## config.mk

```make
export PLATFORM = sky130hd
export DESIGN_NAME = exhaustive_bist_ctrl
export DESIGN_NICKNAME = d
export VERILOG_FILES = /design/src/rtl/exhaustive_bist_ctrl.sv
export SDC_FILE = /design/constraint.sdc
export NUM_CORES = 1
export LEC_CHECK = 0
export ABC_AREA = 0
export CAP_MARGIN = 25
export CORE_MARGIN = 2
export CORE_UTILIZATION = 39
export DETAILED_ROUTE_END_ITERATION = 10
export GPL_ROUTABILITY_DRIVEN = 0
export PLACE_DENSITY = 0.79
export SLEW_MARGIN = 10
export SYNTH_ARGS = -nofsm -noshare
export SYNTH_HDL_FRONTEND = slang
export SYNTH_SLANG_ARGS = --single-unit
```

## constraint.sdc

```tcl
create_clock -name clk -period 1.45 [get_ports clk]
set_input_delay 0.29 -clock clk [delete_from_list [all_inputs] [get_ports clk]]
set_output_delay 0.29 -clock clk [all_outputs]
set_load 0.01 [all_outputs]
```

## src/rtl/exhaustive_bist_ctrl.sv

```systemverilog
`default_nettype none
// +----------------------------------------------------------------------------+
// | exhaustive_bist_ctrl                                                       |
// | Applies all 2^N_IN vectors to a small DUT, compacts responses in a MISR.   |
// | Revision: 1.0                                                              |
// +----------------------------------------------------------------------------+
module exhaustive_bist_ctrl #(
    parameter int                N_IN  = 5,
    parameter int                N_OUT = 2,
    parameter int                SIG_W = 16,
    parameter logic [SIG_W-1:0]  POLY  = 16'h002D,
    parameter int                LAT   = 0
) (
    input  logic              clk,
    input  logic              rst,
    input  logic              start,
    input  logic [SIG_W-1:0]  golden_sig,
    output logic [N_IN-1:0]   dut_in,
    input  logic [N_OUT-1:0]  dut_out,
    output logic              busy,
    output logic              done,
    output logic              pass,
    output logic [SIG_W-1:0]  signature,
    output logic [N_IN:0]     pattern_cnt
);

    localparam logic [1:0]    c_IDLE    = 2'd0;
    localparam logic [1:0]    c_RUN     = 2'd1;
    localparam logic [1:0]    c_DRAIN   = 2'd2;
    localparam logic [1:0]    c_DONE    = 2'd3;
    localparam logic [N_IN:0] c_LAST    = {1'b0, {N_IN{1'b1}}};
    localparam logic [N_IN:0] c_CNT_ONE = {{N_IN{1'b0}}, 1'b1};

    logic [1:0]       r_state;
    logic [1:0]       w_next;
    logic [N_IN:0]    r_cnt;
    logic [SIG_W-1:0] r_sig;
    logic [SIG_W-1:0] w_sig_next;
    logic [SIG_W-1:0] w_resp;
    logic             w_launch;
    logic             w_valid;
    logic             w_drain_last;

    // A start is honoured only when no run is in flight.
    assign w_launch = ((r_state == c_IDLE) || (r_state == c_DONE)) && start;

    always_ff @(posedge clk or posedge rst) begin
        if (rst) begin
            r_state <= c_IDLE;
        end else begin
            r_state <= w_next;
        end
    end

    always_comb begin
        w_next = r_state;
        case (r_state)
            c_IDLE, c_DONE: begin
                if (start) begin
                    w_next = c_RUN;
                end
            end
            c_RUN: begin
                if (r_cnt == c_LAST) begin
                    w_next = (LAT > 0) ? c_DRAIN : c_DONE;
                end
            end
            c_DRAIN: begin
                if (w_drain_last) begin
                    w_next = c_DONE;
                end
            end
            default: w_next = c_IDLE;
        endcase
    end

    always_comb begin
        busy   = 1'b0;
        done   = 1'b0;
        dut_in = '0;
        case (r_state)
            c_RUN: begin
                busy   = 1'b1;
                dut_in = r_cnt[N_IN-1:0];
            end
            c_DRAIN: begin
                busy   = 1'b1;
                dut_in = '1;
            end
            c_DONE: begin
                done = 1'b1;
            end
            default: begin
                busy = 1'b0;
            end
        endcase
        pass = done && (r_sig == golden_sig);
    end

    always_ff @(posedge clk or posedge rst) begin
        if (rst) begin
            r_cnt <= '0;
        end else if (w_launch) begin
            r_cnt <= '0;
        end else if (r_state == c_RUN) begin
            r_cnt <= r_cnt + c_CNT_ONE;
        end
    end

    always_comb begin
        w_resp              = '0;
        w_resp[N_OUT-1:0]   = dut_out;
        w_sig_next          = {r_sig[SIG_W-2:0], 1'b0}
                              ^ (r_sig[SIG_W-1] ? POLY : {SIG_W{1'b0}})
                              ^ w_resp;
    end

    always_ff @(posedge clk or posedge rst) begin
        if (rst) begin
            r_sig <= '0;
        end else if (w_launch) begin
            r_sig <= '0;
        end else if (w_valid) begin
            r_sig <= w_sig_next;
        end
    end

    // The valid pipe tracks which DUT output cycles carry a real response.
    generate
        if (LAT > 0) begin : g_valid_pipe
            localparam logic [1:0]     c_DRAIN_INIT = 2'(LAT - 1);
            localparam logic [LAT-1:0] c_PIPE_IN    = LAT'(1);

            logic [LAT-1:0] r_vpipe;
            logic [1:0]     r_drain;

            always_ff @(posedge clk or posedge rst) begin
                if (rst) begin
                    r_vpipe <= '0;
                    r_drain <= 2'd0;
                end else begin
                    if (w_launch) begin
                        r_vpipe <= '0;
                    end else if (r_state == c_RUN) begin
                        r_vpipe <= (r_vpipe << 1) | c_PIPE_IN;
                    end else begin
                        r_vpipe <= r_vpipe << 1;
                    end
                    if ((r_state == c_RUN) && (r_cnt == c_LAST)) begin
                        r_drain <= c_DRAIN_INIT;
                    end else if ((r_state == c_DRAIN) && (r_drain != 2'd0)) begin
                        r_drain <= r_drain - 2'd1;
                    end
                end
            end

            assign w_valid      = r_vpipe[LAT-1];
            assign w_drain_last = (r_drain == 2'd0);
        end else begin : g_no_pipe
            assign w_valid      = (r_state == c_RUN);
            assign w_drain_last = 1'b1;
        end
    endgenerate

    assign signature   = r_sig;
    assign pattern_cnt = r_cnt;

endmodule
`default_nettype wire
```

# Yosys cells after proc, flatten, opt, wreduce, memory -nomap -nowiden
# Index checks and enable logic that the tools add are counted.
# W data, S select, Z words.
# word_totals
regBits	24
in_bits	21
out_inout_bits	30
elab_cells	32
# classes
addsub	1
eq_ne	7
muxes	11
bitwise_logic	2
n_reduce_logical	8
# ops
operator	count
$mux W16	2
$mux W6	3
$eq A16 B16 Y1	1
$xor A16 B2 Y16	1
$xor A16 B6 Y16	1
$pmux W5 S2	1
$add A6 B1 Y6 const B	1
$eq A6 B5 Y1 const B	1
$pmux W2 S3	1
$eq A2 B2 Y1 const B	2
$mux W2	2
$reduce_or A2 Y1	2
$eq A2 B1 Y1 const B	1
$logic_and A1 B1 Y1	2
$logic_not A2 Y1	1
$mux W1	2
$ne A2 B1 Y1 const B	1
$ne A2 B2 Y1 const B	1
$reduce_and A2 Y1	1
$reduce_bool A2 Y1	1
$logic_or A1 B1 Y1	1

# Logic depth before layout (Yosys ltp)
# Gate-level depths: netlist (run 1).
# logic_depth
word_depth	5
ltp_mapped	7
mapped_depth_nobuf	5

# Least setup slack after synthesis (run 1)
# OpenSTA, ideal clock, no wires.
# synth_timing
path_kind	reg2out
from	register r_sig[13] (netlist: signature[13])
to	output port pass
arrival_ps	1292
required_ps	1160
path_slack_ps	-132
stages_incl_launch_ff	5
n_path_buf	0
cell_sequence	dfrtp_1 > xor2_1 > nor4_1 > nand4_1 > nor4_2
# synth_between
elab_chain_cells	2
# synth_lines
item	line_no	source
start, declared	37	logic [SIG_W-1:0] r_sig;
start signal, assigned	124	r_sig <= w_sig_next;
$eq A16 B16 Y1	97	pass = done && (r_sig == golden_sig);
$logic_and A1 B1 Y1	97	
end, declared	22	output logic pass,
# Every way passes these cells.

# Worst setup path in the final report (run 1)
# Same ends and word-level chain as after synthesis.

==> flow_summary.json, run 1 <==
{
  "end_kind": "primary output",
  "dpl_cell_area_sq_mm": 0.00206,
  "cts-root-buf": "clkbuf_4",
  "critPathKind": "register to primary output",
  "die_h_microns": 62.1,
  "vias": 1375,
  "total_power_uw": 4510,
  "period_minus_slack_ps": 1960,
  "p_per_area_mw_per_mm2": 1770,
  "cts_buffers": 3,
  "violations": "negative setup slack",
  "syn-num-nets": 157,
  "syn_area_sq_mm": 0.00132,
  "power_frac_comb_pct": 71.1,
  "start_kind": "register",
  "ys_warn_count": 0,
  "syn_area_per_cell_sq_um": 9.98,
  "diodes": 0,
  "drt-vias-per-instance": 4.95,
  "portBuffers": 50,
  "core_area_sq_mm": 0.00328,
  "rsz0062_at_grt": "yes",
  "cts-hold-fix-buffers": 0,
  "overflow": 0,
  "hp-class": "input port to asynchronous set/reset pin",
  "setup_viol": 29,
  "synth_cells": 132,
  "cp.arrival_ps": 1670,
  "required_ps": 1160,
  "synth_seq_area_share_pct": 45.6,
  "p_leak_uw": 0.00120,
  "grt_pass1_vias": 1414,
  "drt_iter0_markers": 31,
  "start_util_pct": 40.1,
  "synth-seq-cells": 24,
  "wirelength_microns": 4330,
  "dp.cells": 249,
  "max_freq_mhz": 510,
  "drc": 0,
  "finalInstanceArea_sq_mm": 0.00255,
  "swShare_pct": 37.4,
  "outcome": "finished with violations",
  "final_util_pct": 77.6,
  "p_int_uw": 2820,
  "grt_max_degree": 25,
  "drv_slew": 0,
  "pwr-share-seq_pct": 22.4,
  "fp.dieW_microns": 62.1,
  "final_cell_mix": "buf_4 (36), buf_6 (25), nor2_1 (23), dfrtp_1 (23), clkdlybuf4s50_1 (20)",
  "dp_hpwl_microns": 2670,
  "p_clk_share_pct": 6.5,
  "layout.cells.most_common": "buf_4",
  "antenna_found_initial": 0,
  "setup_ws_ps": -510,
  "nets": 259,
  "rows": 21,
  "ir_drop_mv": 0.963,
  "max_cap_violations": 0,
  "finalClockSkew_ps": 9.56,
  "drt_pass1_iterations": 4,
  "routedWlPerCell_microns": 15.6,
  "postRouteAntennaNets": 0,
  "min_period_over_period_pct": 135,
  "slew_headroom_pct": 79.1,
  "drive_gt1_share_pct": 45.3,
  "cts_num_sinks": 24,
  "cts_tree": "done",
  "area.growth.synth_to_final_pct": 93.4,
  "instances_no_fill": 278,
  "die-area_sq_mm": 0.00386,
  "ios": 51,
  "grt_pass1_wl_microns": 6880,
  "clkTransAtPathRegs_ps": 130,
  "r2r_cells": 7,
  "hold_violations": 0,
  "worstMarginPinSlew_ps": 313,
  "switchingPower_uw": 1680,
  "htreeDepth": 1,
  "insertion_delay_ps": 310,
  "yosysUniqueCellTypes": 20,
  "grt_use_total_pct": 22.0,
  "crit_fanout": 2,
  "clockBufferDepth": 2
}
power groups by stage:
stage | combinational, uW | sequential, uW | clock, uW
4_1_cts | 2760 | 995 | 290
6_report | 3210 | 1010 | 292
5_1_grt | 3400 | 1030 | 339
3_3_place_gp | 1960 | 1020 | 0
2_1_floorplan | 871 | 1160 | 0
3_5_place_dp | 2010 | 1030 | 0
sequential cells by signal, indices dropped and copies added, names as in the netlist:
register     cells
r_state          2
signature       16
pattern_cnt      6
final cells by class:
| cell class | instances | area, sq um |
|---|---|---|
| Timing Repair Buffer | 104 | 1000 |
| Multi-Input combinational cell | 97 | 846 |
| Fill cell | 201 | 736 |
| Sequential cell | 24 | 602 |
| Tap cell | 46 | 57.6 |
| Clock buffer | 3 | 22.5 |
| Inverter | 4 | 17.5 |
worst paths after layout:
kind                               startpoint        endpoint  slack [ps]
worst max-delay path            signature[13]            pass        -510
worst min-delay path                      rst   signature[11]         310
worst max register to register     r_state[1]  pattern_cnt[5]        -320
worst min register to register     r_state[0]      r_state[0]         580
max in group asynchronous                 rst  pattern_cnt[0]         870
min in group clk                   r_state[0]      r_state[0]         580
worst max-delay path, cell delays in order, from the launching register on:
cell	delay, ps
dfrtp_1	420
xor2_1	170
nor4_1	270
nand4_1	180
nor4_4	150
buf_2	160
per-layer routing:
| metal | global-route usage (%) | vias to the layer above | share of wire, % |
|---|---|---|---|
| li1 | - | 648 | - |
| met1 | 27.6 | 661 | 40 |
| met2 | 38.5 | 55 | 53 |
| met3 | 3.99 | 11 | 4.3 |
| met4 | 6.94 | 0 | 2.1 |
| met5 | 0 | - | 0 |
synthesized netlist by cell type:
cell type / n / area [sq um]
nor2_1: 26 / 97.6
dfrtp_1: 24 / 601
xnor2_1: 18 / 158
mux2i_1: 12 / 120
a21oi_1: 7 / 35.0
xor2_1: 7 / 61.3
nand4_1: 6 / 37.5
a211oi_1: 5 / 37.5
buf_2: 5 / 25.0
ha_1: 4 / 50.1
inv_1: 4 / 15.0
nand2_1: 4 / 15.0
o21ai_0: 3 / 15.0
a21o_1: 1 / 7.51
and2_0: 1 / 6.26
buf_4: 1 / 7.51
clkbuf_1: 1 / 3.75
nor4_1: 1 / 6.26
nor4_2: 1 / 12.5
or3_1: 1 / 6.26
timing repair:
item                       CTS  global route
setup buffers               22            10
gates resized for setup    116            57
gates cloned                 2             2
pin swaps                   10            10
setup endpoints to repair   49            51
through the flow:
step           setup TNS (ps)  hold slack [ps]  setup WS [ps]
4_1_cts                 -3650              327           -530
6_report                -7260              306           -510
3_5_place_dp            -4760              517           -886
3_3_place_gp            -3630              501           -834
2_1_floorplan           -49.2              305          -49.2
5_1_grt                 -9250              344           -637
cell families (layout without fill, tap and decap cells):
kind of cell             Yosys count  in the layout  share of synthesized area [%]
AO/OA/AOI/OAI                     16             16                           7.22
XOR/XNOR                          25             25                           16.6
adder cells (fa/ha/maj)            4              4                           3.80
flip-flops                        24             24                           45.6
multiplexers                      12             12                           9.12
buffers and inverters             11            111                           3.89
AND/OR/NAND/NOR                   40             40                           13.8
(Power assumes the default switching activity.)
==> inputs of run 2 (changes only) <==
--- a/config.mk
+++ b/config.mk
@@ -7,11 +7,12 @@
 export LEC_CHECK = 0
 export ABC_AREA = 0
 export CAP_MARGIN = 25
-export CORE_MARGIN = 2
-export CORE_UTILIZATION = 39
+export CORE_MARGIN = 3
+export CORE_UTILIZATION = 43
+export CTS_CLUSTER_DIAMETER = 200
 export DETAILED_ROUTE_END_ITERATION = 10
 export GPL_ROUTABILITY_DRIVEN = 0
-export PLACE_DENSITY = 0.79
+export PLACE_DENSITY = 0.83
 export SLEW_MARGIN = 10
 export SYNTH_ARGS = -nofsm -noshare
 export SYNTH_HDL_FRONTEND = slang
==> constraint.sdc (replaced) <==
create_clock -name clk -period 2.2 [get_ports clk]
set_input_delay 0.44 -clock clk [delete_from_list [all_inputs] [get_ports clk]]
set_output_delay 0.44 -clock clk [all_outputs]
set_load 0.01 [all_outputs]
==> run 2 against run 1 <==
The run now ends clean; first-iteration DRC count is 9.7% higher; largest power group unchanged; cell area is 23% lower; non-clock buffer count is 44 lower; die area is 2.4% lower; sequential power is 29% lower; global-route usage is 4.2 points lower; routed wire length is 26% lower; total power is 54% lower; flip-flop and latch count stayed put; hold slack better by 140 ps.
==> flow_summary.json, run 2 (same netlist as run 1, synthesis figures left out) <==
{
  "rsz0062_at_grt": "no",
  "layout.cells.most_common": "clkdlybuf4s50_1",
  "drive_gt1_share_pct": 9.52,
  "final_util_pct": 69.0,
  "grt_use_total_pct": 17.8,
  "htreeDepth": 1,
  "cts_num_sinks": 24,
  "largest_reg_flops": 16,
  "diodes": 0,
  "multiInputGateArea_sq_um": 691,
  "insertion_delay_ps": 320,
  "rows": 19,
  "antenna_found_initial": 0,
  "seq_area_sq_um": 601,
  "drc": 0,
  "start_util_pct": 46.6,
  "min_period_over_period_pct": 96.9,
  "grt_max_degree": 28,
  "n_fill_cell": 215,
  "max_freq_mhz": 469,
  "ios": 51,
  "final_cell_mix": "clkdlybuf4s50_1 (43), nor2_1 (26), dfrtp_1 (24)",
  "overflow": 0,
  "dp.cells": 214,
  "max_cap_violations": 0,
  "fp.dieW_microns": 61.4,
  "clockBufferDepth": 2,
  "start_kind": "input port",
  "nets": 215,
  "total_power_uw": 2060,
  "tns_ps": 0,
  "cp.arrival_ps": 1690,
  "drv_slew": 0,
  "outcome": "complete, no violations",
  "cts_buffers": 3,
  "clkTransAtPathRegs_ps": 130,
  "cts_tree": "done",
  "die-area_sq_mm": 0.00376,
  "required_ps": 1760,
  "vias": 1141,
  "drt_pass1_iterations": 4,
  "area.growth.synth_to_final_pct": 48.1,
  "setup.reg_to_reg.worst_slack_ps": 300,
  "end_kind": "primary output",
  "hold_violations": 0,
  "postRouteAntennaNets": 0,
  "dp_hpwl_microns": 2440,
  "grt_pass1_wl_microns": 5050,
  "portBuffers": 50,
  "critPathLaunch": "golden_sig[4]",
  "grt_pass1_vias": 1176,
  "routedWlPerCell_microns": 14.5,
  "worstMarginPinSlew_ps": 329,
  "reg2reg_to": "pattern_cnt[5]",
  "slew_headroom_pct": 77.8,
  "core_area_sq_mm": 0.00283,
  "crit_fanout": 1,
  "p_per_area_mw_per_mm2": 1060,
  "r2r_start": "r_state[1]",
  "drt_iter0_markers": 34,
  "period_minus_slack_ps": 2130,
  "setup_viol": 0,
  "die_h_microns": 61.4,
  "p_leak_uw": 0.000894,
  "r2r_cells": 6,
  "wirelength_microns": 3190,
  "hp-class": "input port to asynchronous set/reset pin",
  "finalClockSkew_ps": 2.23,
  "drt-vias-per-instance": 5.19,
  "cts-root-buf": "clkbuf_4",
  "ir_drop_mv": 0.578,
  "critPathKind": "input port to primary output",
  "instances_no_fill": 220
}
[run 2: cell types whose count changed in the layout (fill, tap and decap cells not counted), sizes merged]
cell / previous run / this run
buf: 68 / 11
clkdlybuf4s50: 20 / 43
clkdlybuf4s15: 6 / 0
clkbuf: 9 / 4
dlymetal6s2s: 0 / 2
bufbuf: 1 / 0
dlygate4sd2: 3 / 4
[run 2: timing repair]
item                                    CTS  global route
endpoints found under the setup margin    7             2
pin swaps                                 3             0
hold buffers                              0             0
resized for setup                        11             2
buffers inserted                          2             0
[run 2: area by class of cell]
type,instances,share of cell area (%)
repair buffers,60,29.2
inverters,4,0.769
clock buffers,4,1.86
multi-input cells,97,35.4
flip-flops and latches,24,30.8
well taps,31,1.99
[run 2: routing by layer]
metal  wire, microns  vias to the layer above  global-route usage [%]  part of all wire, %
li1                -                      559                       -                    -
met1            1320                      533                    21.9                   41
met2            1600                       44                    32.5                   50
met3             233                        5                    2.73                  7.3
met4              35                        0                    4.55                  1.1
met5               0                        -                       0                    0
[run 2: per-stage QoR]
step	setup slack [ps]	hold WS, ps	cell area, sq um
after CTS	0.738	465	1950
after detailed placement	-490	518	1880
final	67.2	446	1950
after global routing	0.442	495	1950
after global placement	-438	500	1880
after floorplan	468	455	1320
[run 2: worst max path at each step]
stage	slack [ps]	end	cells after the start
after CTS	0.7	dut_in[3]	4
after global placement	-440	pass	6
after global routing	0.4	pass	6
final	70	pass	6
after detailed placement	-490	pass	6
after floorplan	470	pass	4
[run 2: worst max-delay path, stage by stage]
cell and delay, ps:
clkdlybuf4s50_1 410, xor2_1 140, nor4_1 280, nand4_1 130, nor4_2 130, buf_2 160
[run 2: report_power, final]
| part | total (uW) | switching (uW) | internal (uW) |
|---|---|---|---|
| registers | 717 | 152 | 565 |
| logic | 1110 | 510 | 605 |
| clock network | 233 | 131 | 101 |
